===== config.mk =====
export PLATFORM = sky130hd
export DESIGN_NAME = intra_plane_pe
export DESIGN_NICKNAME = d
export VERILOG_FILES = /design/src/rtl/intra_plane_pe.sv
export SDC_FILE = /design/constraint.sdc
export NUM_CORES = 1
export LEC_CHECK = 0
export CAP_MARGIN = 25
export CORE_MARGIN = 4
export CORE_UTILIZATION = 49
export DETAILED_ROUTE_END_ITERATION = 8
export PLACE_DENSITY = 0.85
export SYNTH_ARGS = -nofsm -noshare
export SYNTH_HDL_FRONTEND = slang
export SYNTH_SLANG_ARGS = --single-unit

===== constraint.sdc =====
create_clock -name clk -period 6.9 [get_ports clk]
set_input_delay 1.38 -clock clk [delete_from_list [all_inputs] [get_ports clk]]
set_output_delay 1.38 -clock clk [all_outputs]
set_load 0.05 [all_outputs]

===== src/rtl/intra_plane_pe.sv =====
// intra_plane_pe
// Plane-mode intra prediction sample generator. For each 4x4 block it walks
// four rows, producing one clipped 4-pixel row per enabled cycle from the
// block seed and the horizontal/vertical gradients. It also returns the raw
// sums at (row 0, col 3) and (row 3, col 0) for the next block's seed.

module intra_plane_pe (
   input  logic               clk,
   input  logic               rst_n,
   input  logic               ena,
   input  logic               start,
   input  logic [4:0]         blk_idx,
   input  logic signed [14:0] seed,
   input  logic signed [11:0] b,
   input  logic signed [11:0] c,
   output logic               ready,
   output logic               pred_valid,
   output logic [1:0]         pred_row,
   output logic [4:0]         pred_blk,
   output logic [7:0]         pred_0,
   output logic [7:0]         pred_1,
   output logic [7:0]         pred_2,
   output logic [7:0]         pred_3,
   output logic               done,
   output logic [14:0]        PE0_sum_reg,
   output logic [14:0]        PE3_sum_reg
);

   typedef enum logic [0:0] {
      ST_IDLE = 1'b0,
      ST_ROW  = 1'b1
   } state_t;

   state_t             state_r;
   state_t             state_nxt_s;
   logic [1:0]         r_r;
   logic [1:0]         r_nxt_s;
   logic signed [16:0] row_base_r;
   logic signed [11:0] b_r;
   logic signed [11:0] c_r;
   logic [4:0]         blk_r;
   logic               accept_s;

   logic signed [16:0] b_x_s;
   logic signed [16:0] b2_s;
   logic signed [16:0] b3_s;
   logic signed [16:0] c_x_s;
   logic signed [16:0] s0_s;
   logic signed [16:0] s1_s;
   logic signed [16:0] s2_s;
   logic signed [16:0] s3_s;

   // Round a raw sum to a pixel: (s + 16) >>> 5, then clamp to 0..255.
   function automatic logic [7:0] clip_pix(input logic signed [16:0] s);
      logic signed [16:0] t;
      t = (s + 17'sd16) >>> 5;
      if (t < 17'sd0) begin
         clip_pix = 8'd0;
      end else if (t > 17'sd255) begin
         clip_pix = 8'd255;
      end else begin
         clip_pix = t[7:0];
      end
   endfunction

   assign ready    = (state_r == ST_IDLE) || ((state_r == ST_ROW) && (r_r == 2'd3));
   assign accept_s = ena && start && ready;

   // Gradient multiples by shift-add only: b, 2b, 3b.
   assign b_x_s = {{5{b_r[11]}}, b_r};
   assign b2_s  = b_x_s <<< 1;
   assign b3_s  = b_x_s + b2_s;
   assign c_x_s = {{5{c_r[11]}}, c_r};

   // Raw sums of the four columns of the row currently being computed.
   assign s0_s = row_base_r;
   assign s1_s = row_base_r + b_x_s;
   assign s2_s = row_base_r + b2_s;
   assign s3_s = row_base_r + b3_s;

   // Next state and row counter: start wins, otherwise step rows while enabled.
   always_comb begin
      state_nxt_s = state_r;
      r_nxt_s     = r_r;
      if (accept_s) begin
         state_nxt_s = ST_ROW;
         r_nxt_s     = 2'd0;
      end else if (ena && (state_r == ST_ROW)) begin
         r_nxt_s = r_r + 2'd1;
         if (r_r == 2'd3) begin
            state_nxt_s = ST_IDLE;
         end else begin
            state_nxt_s = ST_ROW;
         end
      end else begin
         state_nxt_s = state_r;
         r_nxt_s     = r_r;
      end
   end

   // FSM state and row counter registers.
   always_ff @(posedge clk or negedge rst_n) begin
      if (!rst_n) begin
         state_r <= ST_IDLE;
         r_r     <= 2'd0;
      end else begin
         state_r <= state_nxt_s;
         r_r     <= r_nxt_s;
      end
   end

   // Block parameter latch, row accumulator and registered prediction outputs.
   always_ff @(posedge clk or negedge rst_n) begin
      if (!rst_n) begin
         row_base_r  <= 17'sd0;
         b_r         <= 12'sd0;
         c_r         <= 12'sd0;
         blk_r       <= 5'd0;
         pred_valid  <= 1'b0;
         pred_row    <= 2'd0;
         pred_blk    <= 5'd0;
         pred_0      <= 8'd0;
         pred_1      <= 8'd0;
         pred_2      <= 8'd0;
         pred_3      <= 8'd0;
         done        <= 1'b0;
         PE0_sum_reg <= 15'd0;
         PE3_sum_reg <= 15'd0;
      end else if (ena) begin
         if (state_r == ST_ROW) begin
            pred_0     <= clip_pix(s0_s);
            pred_1     <= clip_pix(s1_s);
            pred_2     <= clip_pix(s2_s);
            pred_3     <= clip_pix(s3_s);
            pred_row   <= r_r;
            pred_valid <= 1'b1;
            pred_blk   <= blk_r;
            done       <= (r_r == 2'd3);
            row_base_r <= row_base_r + c_x_s;
            if (r_r == 2'd0) begin
               PE0_sum_reg <= s3_s[14:0];
            end
            if (r_r == 2'd3) begin
               PE3_sum_reg <= s0_s[14:0];
            end
         end else if (!accept_s) begin
            pred_valid <= 1'b0;
            done       <= 1'b0;
         end
         // A start overrides the accumulator update on the row-3 edge.
         if (accept_s) begin
            row_base_r <= {{2{seed[14]}}, seed};
            b_r        <= b;
            c_r        <= c;
            blk_r      <= blk_idx;
         end
      end
   end

endmodule

; ---- Yosys cells after proc, flatten, opt, wreduce, memory -nomap -nowiden
; Cells that the tools add are included.
[op_classes]
n_eq_ne = 2
bitwise = 1
magnitude_cmp = 8
reduce_logical = 14
n_mux = 18
add_sub_neg = 10
[op_table]
columns = operator, count
row1 = $add A17 B6 Y17 const B, 4
row2 = $mux W8, 8
row3 = $gt A12 B9 Y1 const B, 4
row4 = $lt A12 B1 Y1 const B, 4
row5 = $add A17 B12 Y17, 2
row6 = $mux W17, 2
row7 = $add A17 B13 Y17, 1
row8 = $add A17 B14 Y17, 1
row9 = $add A12 B13 Y14, 1
row10 = $reduce_and A2 Y1, 4
row11 = $mux W1, 6
row12 = $reduce_and A3 Y1, 2
row13 = $logic_and A1 B1 Y1, 4
row14 = $mux W2, 2
row15 = $reduce_bool A2 Y1, 2
row16 = $add A2 B1 Y2 const B, 1
row17 = $eq A2 B2 Y1 const B, 1
row18 = $logic_not A2 Y1, 1
row19 = $ne A2 B2 Y1 const B, 1
row20 = $logic_or A1 B1 Y1, 1
row21 = $not A1 Y1, 1
[totals]
inputBits = 48
elab_cells = 69
out_inout_bits = 72
reg_bits = 120

; ---- Longest topological paths before layout
; Gate-level depths: netlist (run 1).
[logic_depth]
ltp_word = 6
mapped_depth = 17

; ---- Least setup slack after synthesis (run 1)
; Ideal clock, no wire load.
[synth_timing]
path_type = register to register
from = reg row_base_r[1]
to = reg pred_3[6]
setup_time_ns = 0.123
slack_ns = 3.211
path_stages_with_launch = 17
arrival_time_ns = 3.566
n_path_buf = 0
period_less_slack_ns = 3.689
cell_sequence = dfrtp_1 -> inv_1 -> fa_1 -> inv_1 -> ha_1 -> inv_1 -> fa_1 -> nor2b_2 -> o2111ai_1 -> nand3b_1 -> xor2_1 -> nand4_1 -> or4_4 -> nand2b_4 -> a21oi_2 -> o31ai_4 -> o221a_1
[synth_between]
elab_chain_cells = 5
elab_cells_between_ends = 6
cone_classes = add/sub: 2 / order compare: 2 / mux: 2
[synth_lines]
columns = item, line
row1 = start: declaration, 38  ; logic signed [16:0] row_base_r;
row2 = start signal: assignment, 139  ; row_base_r <= row_base_r + c_x_s;
row3 = start signal: assignment, 152  ; row_base_r <= {{2{seed[14]}}, seed};
row4 = $add A17 B14 Y17 (*), 79  ; assign s3_s = row_base_r + b3_s;
row5 = $add A17 B6 Y17 (*), 56  ; t = (s + 17'sd16) >>> 5;
row6 = $gt A12 B9 Y1, 59  ; end else if (t > 17'sd255) begin
row7 = $mux W8, 59
row8 = $mux W8 (*), 57  ; if (t < 17'sd0) begin
row9 = end signal: assignment, 134  ; pred_3 <= clip_pix(s3_s);
row10 = end: declaration, 23  ; output logic [7:0] pred_3,
; Every way passes the cells marked *; elsewhere a longest branch is shown, timed or not.
; A chain may end at the register's enable or synchronous reset.

; ---- Worst setup path after layout (run 1)
[layout_timing]
from = reg row_base_r[1]
to = reg pred_3[1]
; Same word-level chain as after synthesis.

==> results.ini, run 1 <==
[route]
dr_wl_met3_um = 1280
avgRoutedWirePerCell_um = 17.9
wl_met2_um = 10200
viasPerCell = 5.67
wl_met1_um = 8440
drt_pass1_iterations = 6
drc = 0
highest_layer = met4
wirelength_um = 20200
routed-via-count = 6408
ant_nets = 0
drt_iter0_drc = 419

[grt]
groute.usage.overall_pct = 22.6
grt-ovfl-total = 0
grt_max_degree = 74
grt_pass1_wl_um = 32800
grt_pass1_vias = 6602
grt_antenna_before_repair = 0

[timing]
timing.fmax_mhz = 239
period_minus_slack_ns = 4.19
hold_violations = 0
setup_viol = 0
slew_headroom_pct = 37.0
fin_tns_setup_ns = 0
skew_ns = 0.00940
period_share_pct = 60.7
tightest_slew_ns = 0.946
drv_slew = 0
rsz0062_at_grt = no

[final_layout]
design_area_um2 = 10000
nFillCells = 1312
final_layout_size_suffix_gt1_share_pct = 12.8
largest_reg_flops = 17
syn_to_final_growth_pct = 24.8
diodes = 0
fin_nets = 1045

[placed_design]
placed_cell_area_um2 = 9440
port_buffers = 119
place_hpwl_um = 14700
place.gp.congestion = 0.869

[min_path]
holdCritStartpoint = blk_r[3]
hold-path-endpoint = pred_blk[3]
whs_path_depth = 2
hold_path.class = reg2reg

[logic_synthesis]
yosys.cell_types.count = 75
netlist_area_um2 = 8020
syn_inst = 780
synth.avg_cell_area_um2 = 10.3
synth.area.top_cells = dfrtp_1 (37%), ha_1 (13%), mux2_2 (6.6%), xnor2_1 (4.4%), nand2_1 (3.8%)
synthesis.nets = 924
yosysTopAreaCell = dfrtp_1
synth_edf_count = 0
yosysWarningCount = 0
synth_top_area_share_pct = 37.4
yosysSeqAreaShare_pct = 37.4
synth.ff_latch_count = 120
synthFlopType = dfrtp_1
synth_async_sr_flop_share_pct = 100

[worst_setup_path]
critPathRequiredTime_ns = 7.26
timing.rr.end = pred_3[1]
r2r_start = row_base_r[1]
r2r_setup_slack_ns = 2.71
cp_max_fo = 8
endpoint_kind = flip-flop
crit_type = reg2reg
path_cells = inv_1, fa_1, inv_1, ha_1, inv_1, fa_1, nor2b_2, o2111ai_1, nand3b_1, xor2_1, nand3_1, nor4_2, nand3_1, or2_1, a21oi_4, o221a_1
cp-start-kind = flip-flop
max_stage_delay_ns = 0.49
cp.arrival_ns = 4.55
slowest_stage = fa_1
reg2reg_depth = 16
crit_path_frequent_cell = inv_1

[die]
core-area_um2 = 15900
pin_count = 120
start_util_pct = 50.3
die_x_um = 136
rows = 46
die_y_um = 136
dieArea_um2 = 18500

[cts]
cts_max_path_buffers = 2
cts_buffers = 17
cts_max_level = 4
path_clk_slew_ns = 0.06
tritoncts = yes
cts_sinks = 120
post_cts_buffers = 0
cts_hold_buf = 0
clock_latency_ns = 0.42
cts-root-buf = clkbuf_16
cts_resized = 0

[outcome]
status = complete, no violations

[flow_run]
maxCapViolCount = 0

worst max-delay path by stage:
stage                       start  depth (start not counted)        end
global route        row_base_r[1]                         16  pred_3[1]
finish              row_base_r[1]                         16  pred_3[1]
detailed placement  row_base_r[1]                         17  pred_3[1]
global placement    row_base_r[1]                         17  pred_3[7]
CTS                 row_base_r[1]                         17  pred_3[1]
floorplan           row_base_r[1]                         16  pred_3[6]
through the flow:
| stage | util (%) | hold WS [ns] | cells | setup WS (ns) |
|---|---|---|---|---|
| after global placement | 59.2 | 0.446 | 1098 | 2.97 |
| after floorplan | - | 0.435 | 780 | 3.21 |
| final | 62.8 | 0.477 | 1130 | 2.71 |
| after global routing | 62.8 | 0.497 | 1130 | 2.35 |
| after CTS | 62.8 | 0.475 | 1130 | 2.68 |
| after detailed placement | 59.2 | 0.459 | 1098 | 2.80 |
routing by layer:
metal | vias to the layer above | GRT usage, %
li1 | 3093 | -
met1 | 3093 | 27.9
met2 | 192 | 39.2
met3 | 30 | 5.51
met4 | 0 | 6.66
met5 | - | 0
cell usage after synthesis, types with 4 or more instances:
| library cell | n |
|---|---|
| o221a_1 | 16 |
| a21oi_1 | 30 |
| a22o_1 | 9 |
| and2_1 | 7 |
| nand4_1 | 4 |
| a211oi_1 | 5 |
| o221a_2 | 7 |
| fa_1 | 13 |
| nand2_1 | 81 |
| nand3_1 | 12 |
| nor2b_1 | 12 |
| a21o_1 | 8 |
| mux2_2 | 47 |
| o21a_1 | 6 |
| nand2b_1 | 13 |
| xor2_1 | 14 |
| xnor2_1 | 40 |
| inv_1 | 26 |
| clkbuf_1 | 18 |
| o21ai_0 | 46 |
| mux2i_1 | 4 |
| ha_1 | 83 |
| nor2_1 | 47 |
| o21ai_1 | 7 |
| a31oi_1 | 5 |
| dfrtp_1 | 120 |
| nor3_1 | 18 |
| and3_1 | 9 |
worst max-delay path: cells and delay by family (launching register included):
kind	cells	cell delay [ns]
buffers and inverters	3	0.29
AO/OA/AOI/OAI	3	0.61
adder cells (fa/ha/maj)	3	1.10
AND/OR/NAND/NOR	6	1.35
flip-flops	1	0.43
XOR/XNOR	1	0.34
final cells by class:
class | count | area (um^2) | share of cell area [%]
clock inverter | 11 | 123 | 1.22
inverter | 26 | 97.6 | 0.975
multi-input combinational | 612 | 4840 | 48.4
clock buffer | 21 | 450 | 4.50
tap | 216 | 270 | 2.70
sequential | 120 | 3000 | 30.0
timing repair buffer | 124 | 1230 | 12.2
cells by family after synthesis:
family	share of synthesized area (%)
simple gates	13.5
compound gates	17.5
flops	37.4
fa+ha+maj	16.2
xor+xnor	5.89
mux	7.24
buf+inv	2.26
layout by cell type (no fill, tap or decap), drive strengths merged, types with 4 or more instances in the layout:
master,netlist,final
nand3,12,12
a211oi,6,6
a22o,9,9
clkbuf,18,21
clkinvlp,0,4
ha,83,83
nand4,4,4
dfrtp,120,120
o31a,4,4
and2,7,7
nand2b,14,14
buf,4,6
inv,26,28
nor2,47,47
fa,13,13
or2,4,4
clkdlybuf4s50,0,118
a21o,8,8
o21ai,55,55
a31oi,7,7
xor2,14,14
o221a,23,23
xnor2,40,40
a31o,5,5
mux2,48,48
and3,9,9
nand2,81,81
nor2b,13,13
mux2i,4,4
o21a,6,6
a21oi,34,34
o211ai,4,4
nor3,19,19
Power of run 1 is left out: the tool's default activity adds up to more than one toggle a clock period on the data nets, which glitch-free logic cannot reach.
==> inputs of run 2 (changes only) <==
==> constraint.sdc (replaced) <==
create_clock -name clk -period 4.05 [get_ports clk]
set_input_delay 0.81 -clock clk [delete_from_list [all_inputs] [get_ports clk]]
set_output_delay 0.81 -clock clk [all_outputs]
set_load 0.05 [all_outputs]
==> run 2 against run 1 <==
  * Sequential share of layout area fell by 0.55 points
  * Final cell count up 1.3%
  * Clock skew grew 0.0085 ns
  * Largest cell class unchanged
  * Global-route usage is 0.22 points lower
  * Critical endpoint is now pred_3[0]
==> results.ini, run 2 (synthesis results as in run 1) <==
[cts]
cts_buffers = 17  ; unchanged
cts_max_path_buffers = 2  ; unchanged
cts_sinks = 120  ; unchanged
cts-root-buf = clkbuf_16
tritoncts = yes
clock_latency_ns = 0.43  ; about the same
cts_max_level = 4  ; unchanged
path_clk_slew_ns = 0.06  ; about the same

[route]
wirelength_um = 20000  ; -0.80%
drc = 0  ; unchanged
ant_nets = 0  ; unchanged
viasPerCell = 5.64  ; -0.54%
drt_pass1_iterations = 6  ; unchanged
routed-via-count = 6458  ; +0.78%
avgRoutedWirePerCell_um = 17.5  ; -2.1%
drt_iter0_drc = 481  ; +15%

[grt]
grt_pass1_wl_um = 32200  ; -1.8%
grt_antenna_before_repair = 0  ; unchanged
grt-ovfl-total = 0  ; unchanged
grt_max_degree = 53  ; -28%
grt_pass1_vias = 6365  ; -3.6%
groute.usage.overall_pct = 22.3  ; -0.22 points

[die]
start_util_pct = 50.3  ; unchanged
pin_count = 120  ; unchanged
die_x_um = 136  ; unchanged
core-area_um2 = 15900  ; unchanged
die_y_um = 136  ; unchanged
dieArea_um2 = 18500  ; unchanged
rows = 46  ; unchanged

[timing]
setup_viol = 0  ; unchanged
hold_violations = 0  ; unchanged
period_minus_slack_ns = 3.88  ; -0.311 ns
drv_slew = 0  ; unchanged
skew_ns = 0.0179  ; +0.00848 ns
tightest_slew_ns = 0.830  ; -0.116 ns
slew_headroom_pct = 44.5  ; +7.6 points
fin_tns_setup_ns = 0  ; unchanged
period_share_pct = 95.8  ; +35 points
timing.fmax_mhz = 258  ; +8.0%

[placed_design]
place.gp.congestion = 0.893  ; +2.8%
port_buffers = 119  ; unchanged
place_hpwl_um = 15000  ; +2.3%

[worst_setup_path]
cp-start-kind = flip-flop
crit_type = reg2reg
endpoint_kind = flip-flop
cp_max_fo = 8  ; unchanged
critPathRequiredTime_ns = 4.40  ; -2.86 ns
cp.arrival_ns = 4.23  ; -0.32 ns
r2r_setup_slack_ns = 0.17  ; -2.54 ns

[final_layout]
final_layout_size_suffix_gt1_share_pct = 15.2  ; +2.4 points
diodes = 0  ; unchanged
syn_to_final_growth_pct = 27.2
largest_reg_flops = 17  ; unchanged
fin_nets = 1060  ; +1.4%
final_common_cell = dfrtp_1
mostFrequentLayoutCells = dfrtp_1 (119), clkdlybuf4s50_1 (118), ha_1 (82)

[outcome]
status = complete, no violations

[min_path]
hold_path.class = in2async

[flow_run]
maxCapViolCount = 0  ; unchanged

[run 2: cell type report]
class                           count  area (um^2)
Fill cell                        1232         5740
Sequential cell                   120         3000
Clock buffer                       22          484
Inverter                           26         97.6
Clock inverter                     10         95.1
Multi-Input combinational cell    612         4900
Tap cell                          216          270
Timing Repair Buffer              139         1350
[run 2: repair_timing]
| item | CTS | global route |
|---|---|---|
| gates resized for setup | 3 | 8 |
| setup endpoints to repair | 8 | 8 |
| pin swaps | 1 | 7 |
| buffers inserted | 1 | 3 |
| hold buffers | 0 | 0 |
[run 2: worst paths after layout]
check | start | cells past startpoint | end
worst max-delay path | b_r[0] | 15 | pred_3[0]
worst min-delay path | rst_n | 1 | c_r[10]
worst max register to register | b_r[0] | 15 | pred_3[0]
worst min register to register | blk_r[0] | 2 | pred_blk[0]
max in group asynchronous | rst_n | 2 | b_r[1]
min in group clk | blk_r[0] | 2 | pred_blk[0]
[run 2: critical path, cell delays in order, from the launching register on]
cell	delay [ns]
dfrtp_1	0.40
inv_1	0.11
fa_1	0.42
inv_1	0.07
ha_2	0.20
inv_1	0.06
fa_2	0.38
nor2b_4	0.14
o2111ai_1	0.15
nand3b_1	0.20
xor2_2	0.25
nand4_1	0.16
or4_4	0.46
nand2b_4	0.19
o31ai_4	0.39
o221a_1	0.25
[run 2: per-layer routing]
| metal | track usage, % | vias to the layer above | wire, um |
|---|---|---|---|
| met5 | 0 | - | 0 |
| met4 | 7.89 | 0 | 425 |
| met3 | 5.51 | 28 | 1370 |
| met2 | 36.0 | 209 | 9570 |
| met1 | 29.4 | 3089 | 8680 |
| li1 | - | 3132 | - |
[run 2: through the flow]
stage | setup slack [ns] | std cells | hold slack [ns] | cell area (um^2) | util (%)
2_1_floorplan | 0.361 | 780 | 0.435 | 8020 | -
3_3_place_gp | 0.101 | 1109 | 0.441 | 9540 | 59.8
3_5_place_dp | -0.0932 | 1109 | 0.455 | 9540 | 59.8
4_1_cts | 0.0139 | 1142 | 0.437 | 10100 | 63.6
5_1_grt | -0.00986 | 1145 | 0.479 | 10200 | 64.0
6_report | 0.171 | 1145 | 0.428 | 10200 | 64.0
Power of run 2 is left out for the same reason.
